## src/rtl/sakebi_eth_pkg.sv

```systemverilog
// Shared definitions for the sakebi Ethernet receive/transmit path.
// Holds the IEEE 802.3 CRC-32 constants, the default frame length
// limits and the state type of the receive frame delimiter.
package sakebi_eth_pkg;

  // Reflected CRC-32 polynomial, seed, and the register value left
  // after a frame whose FCS is correct has been run through the CRC
  localparam logic [31:0] CRC_POLY    = 32'hEDB88320;
  localparam logic [31:0] CRC_INIT    = 32'hFFFFFFFF;
  localparam logic [31:0] CRC_RESIDUE = 32'hDEBB20E3;

  // Frame length limits in bytes, FCS included
  localparam int ETH_MIN_LEN = 64;
  localparam int ETH_MAX_LEN = 1522;

  // Depth of the delay line that hides the four FCS bytes plus the
  // last payload byte until the frame end is known
  localparam int DL_DEPTH = 5;

  typedef enum logic [1:0] {
    IDLE  = 2'd0,
    RECV  = 2'd1,
    FLUSH = 2'd2
  } state_t;

endpackage

```

## src/rtl/sakebi_crc32_byte.sv

```systemverilog
// One-byte step of the reflected Ethernet CRC-32 (LSB first).
// Purely combinational so it can be shared by the RX checker and the
// TX FCS generator.
// Ports:
//   crc_i  : current CRC register value
//   data_i : byte to fold in
//   crc_o  : CRC register value after the byte
module sakebi_crc32_byte
  import sakebi_eth_pkg::*;
(
  input  logic [31:0] crc_i,
  input  logic [7:0]  data_i,
  output logic [31:0] crc_o
);

  logic [31:0] c;

  always_comb begin
    c = crc_i ^ {24'h0, data_i};
    for (int i = 0; i < 8; i++) begin
      c = c[0] ? ((c >> 1) ^ CRC_POLY) : (c >> 1);
    end
    crc_o = c;
  end

endmodule

```

## src/rtl/sakebi_eth_rx_frame.sv

```systemverilog
// Ethernet receive frame delimiter and FCS checker.
// Takes the TLAST-less byte stream from sakebi_rmii_rx, ends a frame
// after IDLE_TIMEOUT cycles without a beat, checks the CRC-32 and the
// length, strips the FCS and re-emits the payload as AXI-Stream with
// TLAST on the last payload byte and TUSER=1 on a bad frame.
// Ports:
//   i_axis_ACLK / i_axis_ARESETn : clock, async active-low reset
//   i_s_axis_TVALID/TDATA        : raw input bytes (TREADY tied high)
//   o_m_axis_TVALID/TDATA/TLAST/TUSER, i_m_axis_TREADY : payload out
//   o_frame_good / o_frame_bad   : frame status pulse with the TLAST load
//   o_overflow                   : pulse when a payload byte is dropped
module sakebi_eth_rx_frame
  import sakebi_eth_pkg::*;
#(
  parameter int DATA_WIDTH   = 8,
  parameter int IDLE_TIMEOUT = 32,
  parameter int MIN_LEN      = ETH_MIN_LEN,
  parameter int MAX_LEN      = ETH_MAX_LEN
) (
  input  logic                  i_axis_ACLK,
  input  logic                  i_axis_ARESETn,
  input  logic                  i_s_axis_TVALID,
  output logic                  o_s_axis_TREADY,
  input  logic [DATA_WIDTH-1:0] i_s_axis_TDATA,
  output logic                  o_m_axis_TVALID,
  input  logic                  i_m_axis_TREADY,
  output logic [DATA_WIDTH-1:0] o_m_axis_TDATA,
  output logic                  o_m_axis_TLAST,
  output logic                  o_m_axis_TUSER,
  output logic                  o_frame_good,
  output logic                  o_frame_bad,
  output logic                  o_overflow
);

  localparam logic [7:0] IDLE_LAST = 8'(IDLE_TIMEOUT - 1);

  state_t                state_q, state_d;
  logic [DATA_WIDTH-1:0] dl_q [DL_DEPTH];
  logic [DATA_WIDTH-1:0] dl_d [DL_DEPTH];
  logic [15:0]           len_q, len_d;
  logic [31:0]           crc_q, crc_d;
  logic [7:0]            idle_q, idle_d;
  logic                  err_q, err_d;
  logic                  active_q, active_d;
  logic                  pend_q, pend_d;
  logic [DATA_WIDTH-1:0] pendData_q, pendData_d;
  logic                  pendUser_q, pendUser_d;
  logic                  outValid_q, outValid_d;
  logic [DATA_WIDTH-1:0] outData_q, outData_d;
  logic                  outLast_q, outLast_d;
  logic                  outUser_q, outUser_d;
  logic                  good_q, good_d;
  logic                  bad_q, bad_d;
  logic                  ovf_q, ovf_d;

  logic [31:0] crcIn, crcNext;
  logic        outFree, frameErr;

  // The first beat of a frame (active_q low) reseeds the CRC
  assign crcIn = active_q ? crc_q : CRC_INIT;

  sakebi_crc32_byte u_crc (
    .crc_i  (crcIn),
    .data_i (i_s_axis_TDATA),
    .crc_o  (crcNext)
  );

  // The output register can take a new byte if empty or being accepted now
  assign outFree  = !outValid_q || i_m_axis_TREADY;
  assign frameErr = (crc_q != CRC_RESIDUE) || (len_q < 16'(MIN_LEN)) ||
                    (len_q > 16'(MAX_LEN)) || err_q;

  // active_q means the delay line holds a frame in progress. In FLUSH it
  // goes high when the next frame starts while the TLAST beat is still
  // waiting, so that frame keeps accumulating and FLUSH exits to RECV.
  // The finished frame's last byte and status are captured in pend_*
  // because the delay line may be reused before the TLAST beat is loaded.
  always_comb begin
    state_d    = state_q;
    dl_d       = dl_q;
    len_d      = len_q;
    crc_d      = crc_q;
    idle_d     = idle_q;
    err_d      = err_q;
    active_d   = active_q;
    pend_d     = pend_q;
    pendData_d = pendData_q;
    pendUser_d = pendUser_q;
    outValid_d = outValid_q;
    outData_d  = outData_q;
    outLast_d  = outLast_q;
    outUser_d  = outUser_q;
    good_d     = 1'b0;
    bad_d      = 1'b0;
    ovf_d      = 1'b0;

    if (outValid_q && i_m_axis_TREADY) begin
      outValid_d = 1'b0;
      outLast_d  = 1'b0;
      outUser_d  = 1'b0;
    end

    if (i_s_axis_TVALID) begin
      idle_d = '0;
      crc_d  = crcNext;
      if (!active_q) begin
        for (int k = 1; k < DL_DEPTH; k++) dl_d[k] = '0;
        dl_d[0]  = i_s_axis_TDATA;
        len_d    = 16'd1;
        err_d    = 1'b0;
        active_d = 1'b1;
        if (state_q == IDLE) state_d = RECV;
      end else begin
        for (int k = DL_DEPTH - 1; k > 0; k--) dl_d[k] = dl_q[k-1];
        dl_d[0] = i_s_axis_TDATA;
        len_d   = (&len_q) ? len_q : len_q + 16'd1;
        // Sixth and later bytes push the oldest entry out as payload
        if (len_q >= 16'(DL_DEPTH)) begin
          if (outFree && !pend_q) begin
            outValid_d = 1'b1;
            outData_d  = dl_q[DL_DEPTH-1];
            outLast_d  = 1'b0;
            outUser_d  = 1'b0;
          end else begin
            ovf_d = 1'b1;
            err_d = 1'b1;
          end
        end
      end
    end else if (active_q) begin
      // Saturates one short of the timeout so a frame started during a
      // long FLUSH still ends on its first idle cycle back in RECV
      if (idle_q != IDLE_LAST) idle_d = idle_q + 8'd1;
      if (state_q == RECV && idle_q == IDLE_LAST) begin
        active_d = 1'b0;
        if (len_q >= 16'(DL_DEPTH)) begin
          pend_d     = 1'b1;
          pendData_d = dl_q[DL_DEPTH-1];
          pendUser_d = frameErr;
          state_d    = FLUSH;
        end else begin
          bad_d   = 1'b1;
          state_d = IDLE;
        end
      end
    end

    // FLUSH loads the TLAST beat as soon as the output register frees,
    // then waits for it to be accepted
    if (state_q == FLUSH) begin
      if (pend_q) begin
        if (outFree) begin
          outValid_d = 1'b1;
          outData_d  = pendData_q;
          outLast_d  = 1'b1;
          outUser_d  = pendUser_q;
          good_d     = !pendUser_q;
          bad_d      = pendUser_q;
          pend_d     = 1'b0;
        end
      end else if (outValid_q && i_m_axis_TREADY) begin
        state_d = active_d ? RECV : IDLE;
      end
    end
  end

  always_ff @(posedge i_axis_ACLK or negedge i_axis_ARESETn) begin
    if (!i_axis_ARESETn) begin
      state_q    <= IDLE;
      for (int k = 0; k < DL_DEPTH; k++) dl_q[k] <= '0;
      len_q      <= '0;
      crc_q      <= '0;
      idle_q     <= '0;
      err_q      <= 1'b0;
      active_q   <= 1'b0;
      pend_q     <= 1'b0;
      pendData_q <= '0;
      pendUser_q <= 1'b0;
      outValid_q <= 1'b0;
      outData_q  <= '0;
      outLast_q  <= 1'b0;
      outUser_q  <= 1'b0;
      good_q     <= 1'b0;
      bad_q      <= 1'b0;
      ovf_q      <= 1'b0;
    end else begin
      state_q    <= state_d;
      dl_q       <= dl_d;
      len_q      <= len_d;
      crc_q      <= crc_d;
      idle_q     <= idle_d;
      err_q      <= err_d;
      active_q   <= active_d;
      pend_q     <= pend_d;
      pendData_q <= pendData_d;
      pendUser_q <= pendUser_d;
      outValid_q <= outValid_d;
      outData_q  <= outData_d;
      outLast_q  <= outLast_d;
      outUser_q  <= outUser_d;
      good_q     <= good_d;
      bad_q      <= bad_d;
      ovf_q      <= ovf_d;
    end
  end

  assign o_s_axis_TREADY = 1'b1;
  assign o_m_axis_TVALID = outValid_q;
  assign o_m_axis_TDATA  = outData_q;
  assign o_m_axis_TLAST  = outLast_q;
  assign o_m_axis_TUSER  = outUser_q;
  assign o_frame_good    = good_q;
  assign o_frame_bad     = bad_q;
  assign o_overflow      = ovf_q;

endmodule

```

## config.mk

```make
export PLATFORM = sky130hd
export DESIGN_NAME = sakebi_eth_rx_frame
export DESIGN_NICKNAME = d
export VERILOG_FILES = /design/src/rtl/sakebi_eth_pkg.sv /design/src/rtl/sakebi_crc32_byte.sv /design/src/rtl/sakebi_eth_rx_frame.sv
export SDC_FILE = /design/constraint.sdc
export NUM_CORES = 1
export LEC_CHECK = 0
export BUFFER_PORTS_ARGS = -buffer_cell sky130_fd_sc_hd__buf_2
export CAP_MARGIN = 25
export CORE_MARGIN = 4
export CORE_UTILIZATION = 55
export DETAILED_ROUTE_END_ITERATION = 6
export PLACE_DENSITY_LB_ADDON = 0.08
export SYNTH_ARGS = -nofsm -noshare
export SYNTH_HDL_FRONTEND = slang
export SYNTH_SLANG_ARGS = --single-unit
```

## constraint.sdc

```tcl
create_clock -name i_axis_ACLK -period 2.4 [get_ports i_axis_ACLK]
set_input_delay 0.12 -clock i_axis_ACLK [delete_from_list [all_inputs] [get_ports i_axis_ACLK]]
set_output_delay 0.12 -clock i_axis_ACLK [all_outputs]
set_load 0.01 [all_outputs]
```

==> results by group <==
Global route
  – Total gr overflow: 0
  – Antenna violations before repair: 0
  – First-pass GRT wire length: 22.0 mm
  – Total global routing track utilization: 21.3%
  – Largest net degree at the start of global routing: 125
  – Vias in the first global route: between 4000 and 5000

Clocking
  – CTS tree: done
  – CTS Sinks: between 100 and 150
  – CTS Buffer Depth: 2
  – Worst skew pair latency: ~0.41 ns
  – TritonCTS Buffers: 17
  – H-tree levels: 4
  – Register clock-pin slew on the reported worst setup and hold paths: about 0.06 ns
  – Root buf cell: clkbuf_16

Cells and area
  – NumNets Final: 662
  – Layout cells sized above 1: a little under a fifth
  – Layout Area Growth over Synthesis: 14.6%
  – Commonest cells after routing, fill and taps aside: dfrtp_1 (123), nor2_1 (56), xnor2_1 (53), inv_1 (40), nand3_1 (39)
  – Ant. Diodes: 0
  – Most common cell after layout, fill and taps aside: dfrtp_1

Synth
  – Post-synth ARST share: 100%
  – Avg Synthesized Cell Area: 10.4 um^2
  – Syn_nets: 635
  – Yosys top cell by area: dfrtp_1
  – Post-synth top area share: 48.3%
  – Sequential cell area fraction in the yosys report: approximately half
  – Cell Area, Synth: 6420 um^2
  – Post-Syn Instances: approximately 620
  – Ys flop type: dfrtp_1
  – YS warnings: 0
  – Synth area leaders: dfrtp_1 (48%), xnor2_1 (7.2%), mux2_2 (6.0%), xor2_1 (4.6%), nor2_1 (3.3%)
  – Number of synthesized flops with an enable pin: 0
  – Distinct cells, synth: 52
  – FF+latch count, synth: 124

Setup path
  – WP data required: 2.73 ns
  – Crit path DAT: 2.54 ns
  – Setup crit end kind: register
  – Worst reg2reg path depth: 6
  – Critical path class: reg2reg
  – Crit-path max FO: 23
  – CP startpoint kind: register

Place
  – GP Congestion: 0.848
  – HPWL Detailed: 8.87 mm
  – Port Buffers: 25

Pwr
  – Clock share of power: 24.0%
  – Maximum VDD drop: 1290 uV
  – Net Sw Frac: 33.6%
  – Comb power frac: 46.6%
  – Sequential power share: slightly below 30%
  – P_sw: approximately 3.6 mW
  – Pint: 7.15 mW
  – Leak pwr: 3.39 nW
  – Total Power: approximately 11 mW
  – Cell Pwr Density: 1460 nW/um^2

STA
  – Slew Limit Fails: 0
  – Fin. Hold Viols: 0
  – Unrepaired setup endpoints after global routing: no
  – Worst Tran Pin Value: between 0.6 and 0.7 ns
  – Setup_tns: 0 ns
  – Count of final setup violators: 0
  – Max Clock Freq: 452 MHz
  – Fin crit period: 2.21 ns
  – Crit share post-route: 92.2%
  – Clock skew: 0.00958 ns
  – Max-slew headroom at the worst pin: a little under three fifths

Die
  – Initial Utilization: a little under three fifths
  – Die width: about 120 um
  – Num rows: 39
  – Die area: approximately 13000 um^2
  – Core region area: around 11000 um^2
  – Die height: 116 um
  – I/O Pins: 27

Detailed routing
  – DRC viols: 0
  – Vias/cell: 5.42
  – Wirelength per Cell: 16.4 um
  – TritonRoute pass-1 iters: 5
  – Starting DRT DRC Count: 375
  – Detailed Route WL: 13.1 mm
  – Via count: 4334
  – Routed Antenna Nets: 0

Worst hold path
  – Worst Hold Class: in2reg
  – Hold Path Stages: 2

Job
  – Max Cap Viol: 0

Status
  – Status: finished clean
[state kept, by name (all words and copies together) (netlist names), 2 cells and up]
register	cells
o_m_axis_TDATA	8
idle_q	8
dl_q	40
state_q	2
crc_q	32
pendData_q	8
len_q	16
[area by class of cell]
cell class | count | area [um^2]
Tap cell | 143 | 179
Clock buffer | 23 | 488
Multi-Input combinational cell | 419 | 3030
Fill cell | 920 | 4060
Inverter | 40 | 150
Timing Repair Buffer | 44 | 300
Sequential cell | 124 | 3100
Clock inverter | 7 | 113
[worst paths after layout]
kind / from / to / slack, ns
min in group asynchronous: i_axis_ARESETn / len_q[3]$_DFFE_PN0P_ / 0.34
max in group asynchronous: i_axis_ARESETn / active_q$_DFF_PN0_ / 1.50
worst min register to register: pendUser_q$_DFFE_PN0P_ / o_frame_good$_DFF_PN0_ / 0.45
worst min-delay path: i_s_axis_TDATA[6] / dl_q[38]$_DFFE_PN0P_ / 0.04
worst max-delay path: active_q$_DFF_PN0_ / crc_q[23]$_DFFE_PN0P_ / 0.19
worst max register to register: active_q$_DFF_PN0_ / crc_q[23]$_DFFE_PN0P_ / 0.19
[what timing repair did]
action | in CTS | in global routing
gates resized for setup | 0 | 0
setup buffers | 0 | 0
hold endpoints to repair | 124 | 0
hold buffers | 1 | 0
[metrics by stage]
| step | area (um^2) | utilization (%) | hold WS (ns) | std cells | setup slack (ns) |
|---|---|---|---|---|---|
| after global placement | 6750 | 59.1 | 0.276 | 769 | 0.252 |
| after global routing | 7360 | 64.5 | 0.0387 | 800 | 0.00804 |
| after floorplan | 6420 | - | -0.176 | 619 | 0.320 |
| after detailed placement | 6750 | 59.1 | 0.277 | 769 | 0.190 |
| after CTS | 7360 | 64.5 | 0.0237 | 800 | 0.186 |
| final | 7360 | 64.5 | 0.0428 | 800 | 0.187 |
[worst max-delay path, cell delays in order (launching register included)]
cell and delay, ns:
dfrtp_2 0.55, nor2b_1 0.20, xnor2_1 0.34, xnor2_2 0.19, xnor3_2 0.34, xnor3_1 0.37, mux2i_1 0.13
[Yosys cell counts (2+ instances only)]
cell type	instances
nor2b_1	17
inv_1	40
buf_2	6
mux2i_1	11
xnor2_1	53
nand2_1	26
nand3_1	39
a21o_1	3
a32o_1	2
xnor3_1	3
clkbuf_1	21
a31o_2	2
dfrtp_1	124
and2b_1	2
nor4_1	3
nand3b_1	2
o21ai_0	37
nor4b_1	2
xnor2_4	4
xor2_2	2
nor2_1	56
xor2_1	34
a21oi_1	22
and4_1	4
nor3_1	5
buf_4	2
nand4_1	14
xnor2_2	4
or4_1	2
and3_1	4
mux2_2	34
ha_1	4
buf_1	7
nand2b_1	10
[power groups by stage]
stage                     Sequential [mW]  Clock [mW]  Combinational [mW]
after floorplan                      3.02           0                4.11
after global placement               3.18           0                4.94
after detailed placement             3.18           0                5.01
after CTS                            3.16        2.64                5.07
after global routing                 3.23        2.74                5.49
final                                3.16        2.59                5.02
[routing by layer]
metal  vias to the layer above  part of all wire, %  track usage (%)
li1                       2114                    -                -
met1                      2122                   48             30.1
met2                        86                   47             32.4
met3                        12                  3.4             5.95
met4                         0                  1.1             6.11
met5                         -                    0                0
[logic make-up (layout without fill, tap and decap cells)]
kind of cell	count (synthesis)	after routing	share of synthesized area, %
AOI/OAI and AO/OA	77	77	6.90
xor gates and xnor gates	101	101	16.5
adders and majority gates	4	4	0.779
buffers and inverters	76	114	4.68
DFF	124	124	48.3
muxes	45	45	7.68
other	1	1	0.0584
and+or+nand+nor	191	191	15.1
No activity file was read; power rests on OpenSTA's default activity.
